===== config.mk =====
export PLATFORM = sky130hd
export DESIGN_NAME = dfd_xtrigger_pulse_shaper
export DESIGN_NICKNAME = d
export VERILOG_FILES = /design/src/rtl/dfd_cla_pkg.sv /design/src/rtl/dfd_xtrigger_pulse_shaper_ch.sv /design/src/rtl/dfd_xtrigger_pulse_shaper.sv
export SDC_FILE = /design/constraint.sdc
export NUM_CORES = 1
export LEC_CHECK = 0
export ABC_AREA = 1
export CAP_MARGIN = 30
export CORE_MARGIN = 8
export CORE_UTILIZATION = 50
export CTS_CLUSTER_SIZE = 16
export DETAILED_ROUTE_END_ITERATION = 8
export GPL_TIMING_DRIVEN = 0
export HOLD_SLACK_MARGIN = 0.08
export PLACE_DENSITY = 0.77
export SLEW_MARGIN = 15
export SYNTH_ARGS = -nofsm -noshare
export SYNTH_HDL_FRONTEND = slang
export SYNTH_HIERARCHICAL = 1
export SYNTH_SLANG_ARGS = --single-unit
export TNS_END_PERCENT = 100

===== constraint.sdc =====
create_clock -name clock -period 4.17 [get_ports clock]
set_clock_uncertainty 0.2 [all_clocks]
set_input_delay 1.0425 -clock clock [delete_from_list [all_inputs] [get_ports clock]]
set_output_delay 1.0425 -clock clock [all_outputs]
set_load 0.05 [all_outputs]

===== src/rtl/dfd_cla_pkg.sv =====
// Shared types and default widths for the CLA cross-trigger path.
package dfd_cla_pkg;

  localparam int DEF_CNT_W  = 8;
  localparam int DEF_DROP_W = 8;

  typedef enum logic [1:0] {
    DISABLED = 2'd0,
    RESTART  = 2'd1,
    IGNORE   = 2'd2,
    ONESHOT  = 2'd3
  } xtrig_mode_e;

  typedef enum logic [1:0] {
    IDLE    = 2'd0,
    ACTIVE  = 2'd1,
    HOLDOFF = 2'd2
  } xtrig_shp_state_e;

endpackage


===== src/rtl/dfd_xtrigger_pulse_shaper_ch.sv =====
// One cross-trigger channel: edge detect, stretch/holdoff FSM, drop counter and output mux.
// The FSM state is exported so the parent can derive busy and checkers can bind to it.
module dfd_xtrigger_pulse_shaper_ch
  import dfd_cla_pkg::*;
#(
  parameter int CNT_W  = DEF_CNT_W,
  parameter int DROP_W = DEF_DROP_W
) (
  input  logic              clock,
  input  logic              reset_n,
  input  logic              xtrigger_in,
  input  xtrig_mode_e       cfg_mode,
  input  logic [CNT_W-1:0]  cfg_stretch,
  input  logic [CNT_W-1:0]  cfg_holdoff,
  input  logic              sw_clear,
  output logic              xtrigger_out,
  output xtrig_shp_state_e  state,
  output logic [DROP_W-1:0] drop_cnt
);

  xtrig_shp_state_e  state_nx;
  logic [CNT_W-1:0]  cnt, cnt_nx;
  logic [DROP_W-1:0] drop_nx;
  logic              in_d1;
  logic              active;
  logic              posedge_in;
  logic              drop_inc;
  logic              shaped;

  assign posedge_in = xtrigger_in & ~in_d1;

  always_ff @(posedge clock or negedge reset_n) begin
    if (!reset_n) begin
      state    <= IDLE;
      cnt      <= '0;
      in_d1    <= 1'b0;
      active   <= 1'b0;
      drop_cnt <= '0;
    end else begin
      state    <= state_nx;
      cnt      <= cnt_nx;
      in_d1    <= xtrigger_in;
      active   <= (state_nx == ACTIVE);
      drop_cnt <= drop_nx;
    end
  end

  // sw_clear outranks a disable, which outranks normal sequencing.
  always_comb begin
    state_nx = state;
    cnt_nx   = cnt;
    drop_inc = 1'b0;
    if (sw_clear || (cfg_mode == DISABLED)) begin
      state_nx = IDLE;
      cnt_nx   = '0;
    end else begin
      case (state)
        IDLE: begin
          if (posedge_in) begin
            state_nx = ACTIVE;
            cnt_nx   = CNT_W'(1);
          end
        end
        ACTIVE: begin
          if (posedge_in && (cfg_mode != IGNORE)) begin
            cnt_nx = CNT_W'(1);
          end else begin
            drop_inc = posedge_in;
            // Zero stretch is sticky: the window never closes on its own.
            if (cfg_stretch != '0) begin
              if (cnt >= cfg_stretch) begin
                if (cfg_holdoff != '0) begin
                  state_nx = HOLDOFF;
                  cnt_nx   = CNT_W'(1);
                end else begin
                  state_nx = IDLE;
                  cnt_nx   = '0;
                end
              end else begin
                cnt_nx = cnt + CNT_W'(1);
              end
            end
          end
        end
        HOLDOFF: begin
          drop_inc = posedge_in;
          if (cnt >= cfg_holdoff) begin
            state_nx = IDLE;
            cnt_nx   = '0;
          end else begin
            cnt_nx = cnt + CNT_W'(1);
          end
        end
        default: begin
          state_nx = IDLE;
          cnt_nx   = '0;
        end
      endcase
    end
  end

  always_comb begin
    drop_nx = drop_cnt;
    if (sw_clear) begin
      drop_nx = '0;
    end else if (drop_inc && (drop_cnt != {DROP_W{1'b1}})) begin
      drop_nx = drop_cnt + DROP_W'(1);
    end
  end

  always_comb begin
    shaped = 1'b0;
    case (cfg_mode)
      DISABLED: shaped = xtrigger_in;
      RESTART:  shaped = xtrigger_in | active;
      IGNORE:   shaped = xtrigger_in | active;
      ONESHOT:  shaped = active;
      default:  shaped = 1'b0;
    endcase
  end

  // Pass-through is combinational, so the output is forced low while reset is held.
  assign xtrigger_out = shaped & reset_n;

endmodule


===== src/rtl/dfd_xtrigger_pulse_shaper.sv =====
// NUM_CH independent cross-trigger pulse shapers between CLA xtrigger sources and the output pins.
module dfd_xtrigger_pulse_shaper
  import dfd_cla_pkg::*;
#(
  parameter int NUM_CH = 4,
  parameter int CNT_W  = DEF_CNT_W,
  parameter int DROP_W = DEF_DROP_W
) (
  input  logic                     clock,
  input  logic                     reset_n,
  input  logic [NUM_CH-1:0]        xtrigger_in,
  input  logic [NUM_CH*2-1:0]      cfg_mode,
  input  logic [NUM_CH*CNT_W-1:0]  cfg_stretch,
  input  logic [NUM_CH*CNT_W-1:0]  cfg_holdoff,
  input  logic [NUM_CH-1:0]        sw_clear,
  output logic [NUM_CH-1:0]        xtrigger_out,
  output logic [NUM_CH-1:0]        xtrigger_busy,
  output logic [NUM_CH*DROP_W-1:0] drop_cnt
);

  xtrig_shp_state_e ch_state [NUM_CH];

  for (genvar i = 0; i < NUM_CH; i++) begin : g_ch
    dfd_xtrigger_pulse_shaper_ch #(
      .CNT_W  (CNT_W),
      .DROP_W (DROP_W)
    ) u_ch (
      .clock        (clock),
      .reset_n      (reset_n),
      .xtrigger_in  (xtrigger_in[i]),
      .cfg_mode     (xtrig_mode_e'(cfg_mode[2*i +: 2])),
      .cfg_stretch  (cfg_stretch[CNT_W*i +: CNT_W]),
      .cfg_holdoff  (cfg_holdoff[CNT_W*i +: CNT_W]),
      .sw_clear     (sw_clear[i]),
      .xtrigger_out (xtrigger_out[i]),
      .state        (ch_state[i]),
      .drop_cnt     (drop_cnt[DROP_W*i +: DROP_W])
    );

    assign xtrigger_busy[i] = (ch_state[i] != IDLE);
  end

endmodule


## Yosys cells after proc, flatten, opt, wreduce, memory -nomap -nowiden

Index checks and enable logic that the tools add are counted.

- Bits in registers: 80
- Bits of input ports: 82
- Word-level logic and storage cells: 224

- $add $sub $neg: 8
- Magnitude comparators: 8
- Equality and inequality tests: 40
- Muxes and demuxes: 88
- Bitwise logic cells: 16
- Reduce and logical (&&, ||, !) cells: 44

Operator list:

| kind | count |
|---|---|
| 8-bit 2-to-1 mux | 32 |
| 8-bit one-hot mux with 3 select lines | 4 |
| 8-bit by 1-bit adder with 8-bit output (second input constant) | 8 |
| 8-bit greater-or-equal comparator | 8 |
| 8-bit nonzero test | 8 |
| 2-bit 2-to-1 mux | 28 |
| 8-bit != test (second input constant) | 4 |
| 2-bit by 1-bit == test with 1-bit output (second input constant) | 12 |
| 2-bit == test (second input constant) | 12 |
| 2-bit one-hot mux with 3 select lines | 4 |
| 2-bit logical NOT | 8 |
| 4-bit by 1-bit != test with 1-bit output (second input constant) | 4 |
| 2-bit nonzero test | 8 |
| 1-bit 2-to-1 mux | 12 |
| 3-bit by 1-bit != test with 1-bit output (second input constant) | 4 |
| 1-bit one-hot mux with 3 select lines | 4 |
| 1-bit AND | 8 |
| 1-bit logical AND | 8 |
| 2-bit != test (second input constant) | 4 |
| 1-bit one-hot mux with 2 select lines | 4 |
| 2-bit AND reduction | 4 |
| 2-bit OR reduction | 4 |
| 1-bit logical OR | 4 |
| 1-bit NOT | 4 |
| 1-bit OR | 4 |

## Longest topological paths before layout

Gate-level depths: netlist of run 1.

- Depth in word-level cells: 9
- Mapped depth: 14
- Depth with buffers taken out: 14

## By module

Netlist of run 1, hierarchy kept.

By module, submodules not included:

| module | instances | cells an instance | area each (µm²) | sequential area each (µm²) |
|---|---|---|---|---|
| dfd_xtrigger_pulse_shaper_ch (g_ch[0].u_ch ...) | 3 | 228 | 1,735.4 | 500.5 |
| dfd_xtrigger_pulse_shaper_ch (g_ch[3].u_ch) | 1 | 231 | 1,749.2 | 500.5 |
| dfd_xtrigger_pulse_shaper | 1 | 12 | 45.0 | 0.0 |

## Least setup slack after synthesis of run 1

No wires, ideal clock.

- Kind: input-to-output
- Start: input port cfg_mode[6]
- End: output port xtrigger_out[3]
- Arrival: 2.591 ns
- Data required time: 2.928 ns
- Path slack: 0.336 ns
- Stages: 5
- Path buffers: 0
- Path through: inv_1 > ha_1 > inv_1 > o211ai_1 > a21boi_0

- Cells in the longest elaborated chain, start to end: 4
- Elaborated cells on any way between the ends: 7

RTL lines:

| element | line | RTL |
|---|---|---|
| start, declared | dfd_xtrigger_pulse_shaper.sv:12 | `input logic [NUM_CH*2-1:0] cfg_mode,` |
| 2-bit by 1-bit == test with 1-bit output / 2-bit == test (equally long branches) | dfd_xtrigger_pulse_shaper_ch.sv:113 | `case (cfg_mode)` |
| 2-bit OR reduction (no source line) | - |  |
| 1-bit one-hot mux with 3 select lines (*) | dfd_xtrigger_pulse_shaper_ch.sv:113 |  |
| 1-bit AND (*) | dfd_xtrigger_pulse_shaper_ch.sv:123 | `assign xtrigger_out = shaped & reset_n;` |
| end, declared | dfd_xtrigger_pulse_shaper.sv:16 | `output logic [NUM_CH-1:0] xtrigger_out,` |

Every way passes the cells marked *; elsewhere a longest branch is shown, timed or not.

## Worst setup path after layout of run 1

Ends and elaborated chain as after synthesis.

==> results.ini, run 1 <==
[grt]
grt_max_degree = 49
overflow = 0
grt_pass1_wl_um = 27400
grt_pass1_vias = 6136
grt_antenna_before_repair = 0
track_usage_pct = 18.1

[sta]
rsz0062_at_grt = false
hold_viol_final = 0
fin_crit_ns = 3.99
slew_headroom_pct = 56.9
fin_ws_ns = 0.182
post-route-period-util_pct = 95.6
setup_viol = 0
worstMarginPinSlew_ns = 0.646
slew_violations = 0
hold_slack_ns = 0.326
max_freq_mhz = 251

[floorplan]
die_w_um = 134
core_um2 = 13800
io_pins = 122
num_rows = 43
initial_core_util_pct = 50.8
die_area_um2 = 18000
die_h_um = 134

[drt]
vias = 6327
wl_um = 16200
post_drt_wl_per_cell_um = 13.0
routed_via_density = 5.08
drc = 0
drt_first_pass_iters = 4
antenna_left = 0
drtIter0Drc = 336

[placed_design]
dp_hpwl_um = 13100
placedCellCount = 1229
post-place-ws_ns = -0.134
io_buffer_count = 121
gp_congestion = 0.831

[logic_synthesis]
yosysUniqueCellTypes = 34
syn_area_um2 = 7000
synth_top_area_share_pct = 28.6
synth_top_area_cell = dfrtp_1
synth.top_cells.by_area = dfrtp_1 29%, ha_1 18%, inv_1 9.1%, nand2_1 8.6%, nand3_1 5.2%
yosysWarnings = 6
synth_cells = 927
ys_seq_area_share_pct = 28.6
ys_ff_latch = 80
syn-num-nets = 1109
syn_avg_cell_area_um2 = 7.55

[clocking]
htree_levels = 3
cts.path.max_buffers = 2
cts_sinks = 80
cts_tree = built
cts_root_buffer = clkbuf_16
cts_made_buffers = 9
insertion_delay_ns = 0.33
cts.clk_slew.worst_paths_ns = 0.06

[critical_path]
cp-end-kind = output pin
cp.arrival_ns = 2.75
cp_data_required_time_ns = 2.93
r2r_slack_ns = 2.02
worstSetupPathType = input pin to output pin
regToRegStartpoint = g_ch[1].u_ch/cnt[5]
critical_path.startpoint = cfg_mode[6]
critPathLaunchType = input pin
path_max_fanout = 2

[worst_hold_path]
hold_path_class = register to register
hp-start = g_ch[1].u_ch/drop_cnt[3]

[status]
status = completed

[job]
cap_viol_max_count = 0

[layout]
syn_to_final_growth_pct = 26.0
drive_above_1_share_pct = 9.86
diodes = 0
final.fill_count = 1223
finalNetCount = 1242
layout.cells.non_filler = 1245

[power_and_ir_drop]
p_per_area_nw_per_um2 = 243
p_leak_uw = 0.00439
peakVddDrop_mv = 0.189

## per-stage QoR
step	instance area, µm²	setup TNS (ns)	util, %	total power (µW)
2_1_floorplan	7000	0	-	1020
3_3_place_gp	8440	-109.94	61.3	1180
3_5_place_dp	8450	-0.311	61.4	1190
4_1_cts	8820	0	64.0	2170
5_1_grt	8820	0	64.0	2240
6_report	8820	0	64.0	2140
## layer usage
metal,vias up,GRT usage (%),part of all wire (%)
li1,3316,-,-
met2,125,30.6,47
met5,-,0,0
met1,2865,22.5,46
met4,0,5.99,1.8
met3,21,3.81,4.9
## synthesized netlist by cell type (all sizes together)
| library cell | n |
|---|---|
| a21o | 8 |
| a2bb2oi | 3 |
| dfrtp | 80 |
| nor3 | 32 |
| ha | 100 |
| xnor2 | 7 |
| a21oi | 43 |
| nor2 | 69 |
| o31ai | 5 |
| o211ai | 4 |
| nand2 | 183 |
| nand3 | 81 |
| xor2 | 19 |
| a32o | 3 |
| o21a | 3 |
| a21boi | 8 |
| clkinv | 3 |
| o22ai | 20 |
| o21ai | 42 |
| nor3b | 3 |
| nand4 | 18 |
| inv | 193 |
## state kept, by name, summed over array words and instances (netlist names)
signal,flops
g_ch.u_ch/drop_cnt,32
g_ch.u_ch/active,4
g_ch.u_ch/cnt,32
g_ch.u_ch/state,8
g_ch.u_ch/in_d1,4
## repair_timing
action | in CTS | in global routing
endpoints found under the setup margin | 4 | 0
buffers inserted | 0 | 0
gates resized for setup | 4 | 0
hold buffers | 0 | 0
## where the power goes
group	internal [µW]	switching [µW]	total (µW)
registers	790	13.3	804
logic	153	215	368
clock network	646	322	968
## cell families (layout without fill, tap and decap cells)
| kind of cell | count (synthesis) | in the layout | synth area share, % |
|---|---|---|---|
| adder cells (fa/ha/maj) | 100 | 100 | 17.9 |
| flip-flops | 80 | 80 | 28.6 |
| XOR/XNOR | 26 | 26 | 3.25 |
| AO/OA/AOI/OAI | 139 | 139 | 12.0 |
| buffers and inverters | 196 | 334 | 10.8 |
| AND/OR/NAND/NOR | 386 | 386 | 27.5 |
## final cells by class
class | instances | area (µm²) | share of cell area, %
Timing Repair Buffer | 122 | 1220 | 13.9
Clock inverter | 7 | 144 | 1.63
Clock buffer | 9 | 225 | 2.55
Multi-Input combinational cell | 651 | 4250 | 48.1
Inverter | 196 | 753 | 8.54
Sequential cell | 80 | 2000 | 22.7
Tap cell | 180 | 225 | 2.55
## layout by cell type, fill, tap and decap left out, types with 2 or more instances in the layout
master,count
o21ai_0,14
ha_1,100
nor2_2,7
a21oi_1,43
a21o_1,8
clkdlybuf4s50_1,116
a2bb2oi_1,3
a21boi_1,4
nor3_1,16
o21a_1,3
clkbuf_16,9
nand2_4,8
nand2_2,14
inv_1,169
bufinv_16,4
nor2_1,62
clkinv_4,4
o21ai_1,24
o21ai_2,3
nand2_1,161
o22ai_1,20
nor3b_1,3
inv_2,23
dfrtp_1,80
o31ai_1,5
nand3_2,8
xnor2_1,7
clkinvlp_4,2
a21boi_0,4
nor3_4,7
o211ai_1,4
dlygate4sd2_1,4
a32o_2,3
nand4_1,18
nand3_1,73
xor2_1,19
nor3_2,9
## worst paths after layout
kind	end	cells after the start
worst max-delay path	xtrigger_out[3]	7
worst max register to register	g_ch[1].u_ch/cnt[6]	8
worst min-delay path	g_ch[1].u_ch/drop_cnt[3]	1
worst min register to register	g_ch[1].u_ch/drop_cnt[3]	1
max in group asynchronous	g_ch[0].u_ch/state[0]	2
min in group asynchronous	g_ch[3].u_ch/in_d1	1
## critical path, stage by stage
cell,delay (ns)
clkdlybuf4s50_1,0.49
inv_1,0.07
ha_1,0.21
inv_1,0.11
o211ai_1,0.10
a21boi_0,0.17
dlygate4sd2_1,0.55
Power figures use the tool's default switching activity.
==> run 2, diff against run 1 <==
--- a/config.mk
+++ b/config.mk
@@ -7,7 +7,7 @@
 export LEC_CHECK = 0
 export ABC_AREA = 1
 export CAP_MARGIN = 30
-export CORE_MARGIN = 8
+export CORE_MARGIN = 2
 export CORE_UTILIZATION = 50
 export CTS_CLUSTER_SIZE = 16
 export DETAILED_ROUTE_END_ITERATION = 8
==> run 2 against run 1 <==
Effect of this change:
- worst hold slack worse by 0.0032 ns
- non-clock buffer count unchanged
- via count down 1.0%
- combinational power about the same
- highest routed layer unchanged
- largest cell class unchanged
- critical endpoint is now xtrigger_out[2]
- critical path type unchanged
==> results.ini, run 2 (synthesized netlist as in run 1, its figures left out) <==
[sta]
slew_violations = 0
post-route-period-util_pct = 97.7
hold_slack_ns = 0.322
rsz0062_at_grt = false
setup_tns_ns = 0
setup_viol = 0
worstMarginPinSlew_ns = 0.554
hold_viol_final = 0
max_freq_mhz = 245
fin_crit_ns = 4.07
fin_ws_ns = 0.0964
slew_headroom_pct = 63.0

[power_and_ir_drop]
switchingPower_uw = 544
peakVddDrop_mv = 0.205
p_total_uw = 1970
internal-power_uw = 1420
share_seq_of_total_power_pct = 40.9
p_leak_uw = 0.00437
sw_frac_of_total_pct = 27.7
p_comb_share_pct = 18.8
p_per_area_nw_per_um2 = 225
pwr-share-clk_pct = 40.4

[job]
cap_viol_max_count = 0

[drt]
drt_first_pass_iters = 5
drtIter0Drc = 241
vias = 6263
drc = 0
post_drt_wl_per_cell_um = 12.5
routed_via_density = 5.03
antenna_left = 0
wl_um = 15500

[grt]
grt_pass1_wl_um = 26200
overflow = 0
grt_max_degree = 54
grt_antenna_before_repair = 0
grt_pass1_vias = 5866
track_usage_pct = 21.5

[clocking]
cts_sinks = 80
cts.clk_slew.worst_paths_ns = 0.06
insertion_delay_ns = 0.34
cts_root_buffer = clkbuf_16
htree_levels = 3
cts_tree = built
cts_made_buffers = 9
cts_setup_buffers = 0
cts.path.max_buffers = 2

[critical_path]
critical_path.startpoint = cfg_mode[5]
cp_data_required_time_ns = 2.93
worstSetupPathType = input pin to output pin
critPathLaunchType = input pin
cp-end-kind = output pin
regToRegStartpoint = g_ch[1].u_ch/cnt[5]
cp.arrival_ns = 2.83
path_max_fanout = 3

[layout]
final.fill_count = 1207
final_common_cell = inv_1
final_cell_mix = 169 x inv_1, 161 x nand2_1, 116 x clkdlybuf4s50_1, 100 x ha_1, 80 x dfrtp_1
diodes = 0
drive_above_1_share_pct = 9.86
largestRegisters = g_ch.u_ch/cnt: 32 flops, g_ch.u_ch/drop_cnt: 32 flops, g_ch.u_ch/state: 8 flops
finalNetCount = 1242
syn_to_final_growth_pct = 25.1
fin_util_pct = 63.6

[floorplan]
initial_core_util_pct = 50.8
num_rows = 43
io_pins = 122
core_um2 = 13800
die_w_um = 122
die_area_um2 = 15000
die_h_um = 122

[worst_hold_path]
hold_path_class = register to register
hp-start = g_ch[1].u_ch/drop_cnt[3]

[placed_design]
dp_hpwl_um = 12400
post-place-ws_ns = -0.228
io_buffer_count = 121
gp_congestion = 0.886

[status]
status = completed

-- run 2: cell count changes in the layout (fill, tap and decap cells not counted) --
| cell | before | now |
|---|---|---|
| buf_16 | 0 | 1 |
| bufinv_16 | 4 | 1 |
| buf_12 | 1 | 0 |
| clkinvlp_4 | 2 | 0 |
| clkbuf_8 | 0 | 1 |
| dlygate4sd2_1 | 4 | 3 |
| clkdlybuf4s15_1 | 0 | 1 |
| clkinv_2 | 0 | 4 |
-- run 2: area by class of cell --
| type | count | area [µm²] | share of cell area, % |
|---|---|---|---|
| Timing Repair Buffer | 122 | 1230 | 14.1 |
| Tap cell | 180 | 225 | 2.57 |
| Clock inverter | 6 | 58.8 | 0.672 |
| Sequential cell | 80 | 2000 | 22.9 |
| Clock buffer | 10 | 239 | 2.73 |
| Inverter | 196 | 753 | 8.60 |
| Multi-Input combinational cell | 651 | 4250 | 48.5 |
-- run 2: critical path, cell delays in order --
cell	delay, ns
clkdlybuf4s50_1	0.51
inv_1	0.06
ha_1	0.28
o21ai_0	0.07
a21boi_0	0.32
clkdlybuf4s15_1	0.55
-- run 2: routing by layer --
layer  up-vias  share of wire (%)  track usage, %
met5         -                  0               0
li1       3304                  -               -
met1      2825                 47            28.3
met3        12                4.2            3.07
met2       122                 48            36.9
met4         0                1.2            6.32
-- run 2: final timing paths --
path,to,slack [ns],cells past startpoint
max in group asynchronous,g_ch[0].u_ch/drop_cnt[7],2.72,2
min in group asynchronous,g_ch[3].u_ch/in_d1,0.44,1
max,xtrigger_out[2],0.1,6
max reg2reg,g_ch[1].u_ch/cnt[2],2.01,8
min reg2reg,g_ch[1].u_ch/drop_cnt[3],0.32,1
min,g_ch[1].u_ch/drop_cnt[3],0.32,1
-- run 2: through the flow --
stage / cells / area [µm²]
finish: 1245 / 8760
CTS: 1245 / 8750
global route: 1245 / 8760
detailed placement: 1229 / 8460
global placement: 1228 / 8440
floorplan: 927 / 7000
-- run 2: what timing repair did --
item	4_1_cts	5_1_grt
endpoints found under the setup margin	4	1
hold buffers	0	0
resized for setup	4	1
-- run 2: power by group through the flow --
stage	sequential, µW	combinational, µW	clock, µW
2_1_floorplan	830	194	0
3_3_place_gp	817	361	0
3_5_place_dp	817	372	0
4_1_cts	803	372	819
5_1_grt	804	416	847
6_report	803	369	794
==> run 3, diff against run 2 <==
--- a/config.mk
+++ b/config.mk
@@ -14,6 +14,7 @@
 export GPL_TIMING_DRIVEN = 0
 export HOLD_SLACK_MARGIN = 0.08
 export PLACE_DENSITY = 0.77
+export SKIP_LAST_GASP = 1
 export SLEW_MARGIN = 15
 export SYNTH_ARGS = -nofsm -noshare
 export SYNTH_HDL_FRONTEND = slang
==> results of run 3 <==
The final DEF is identical to that of run 2; final timing and power are the same.
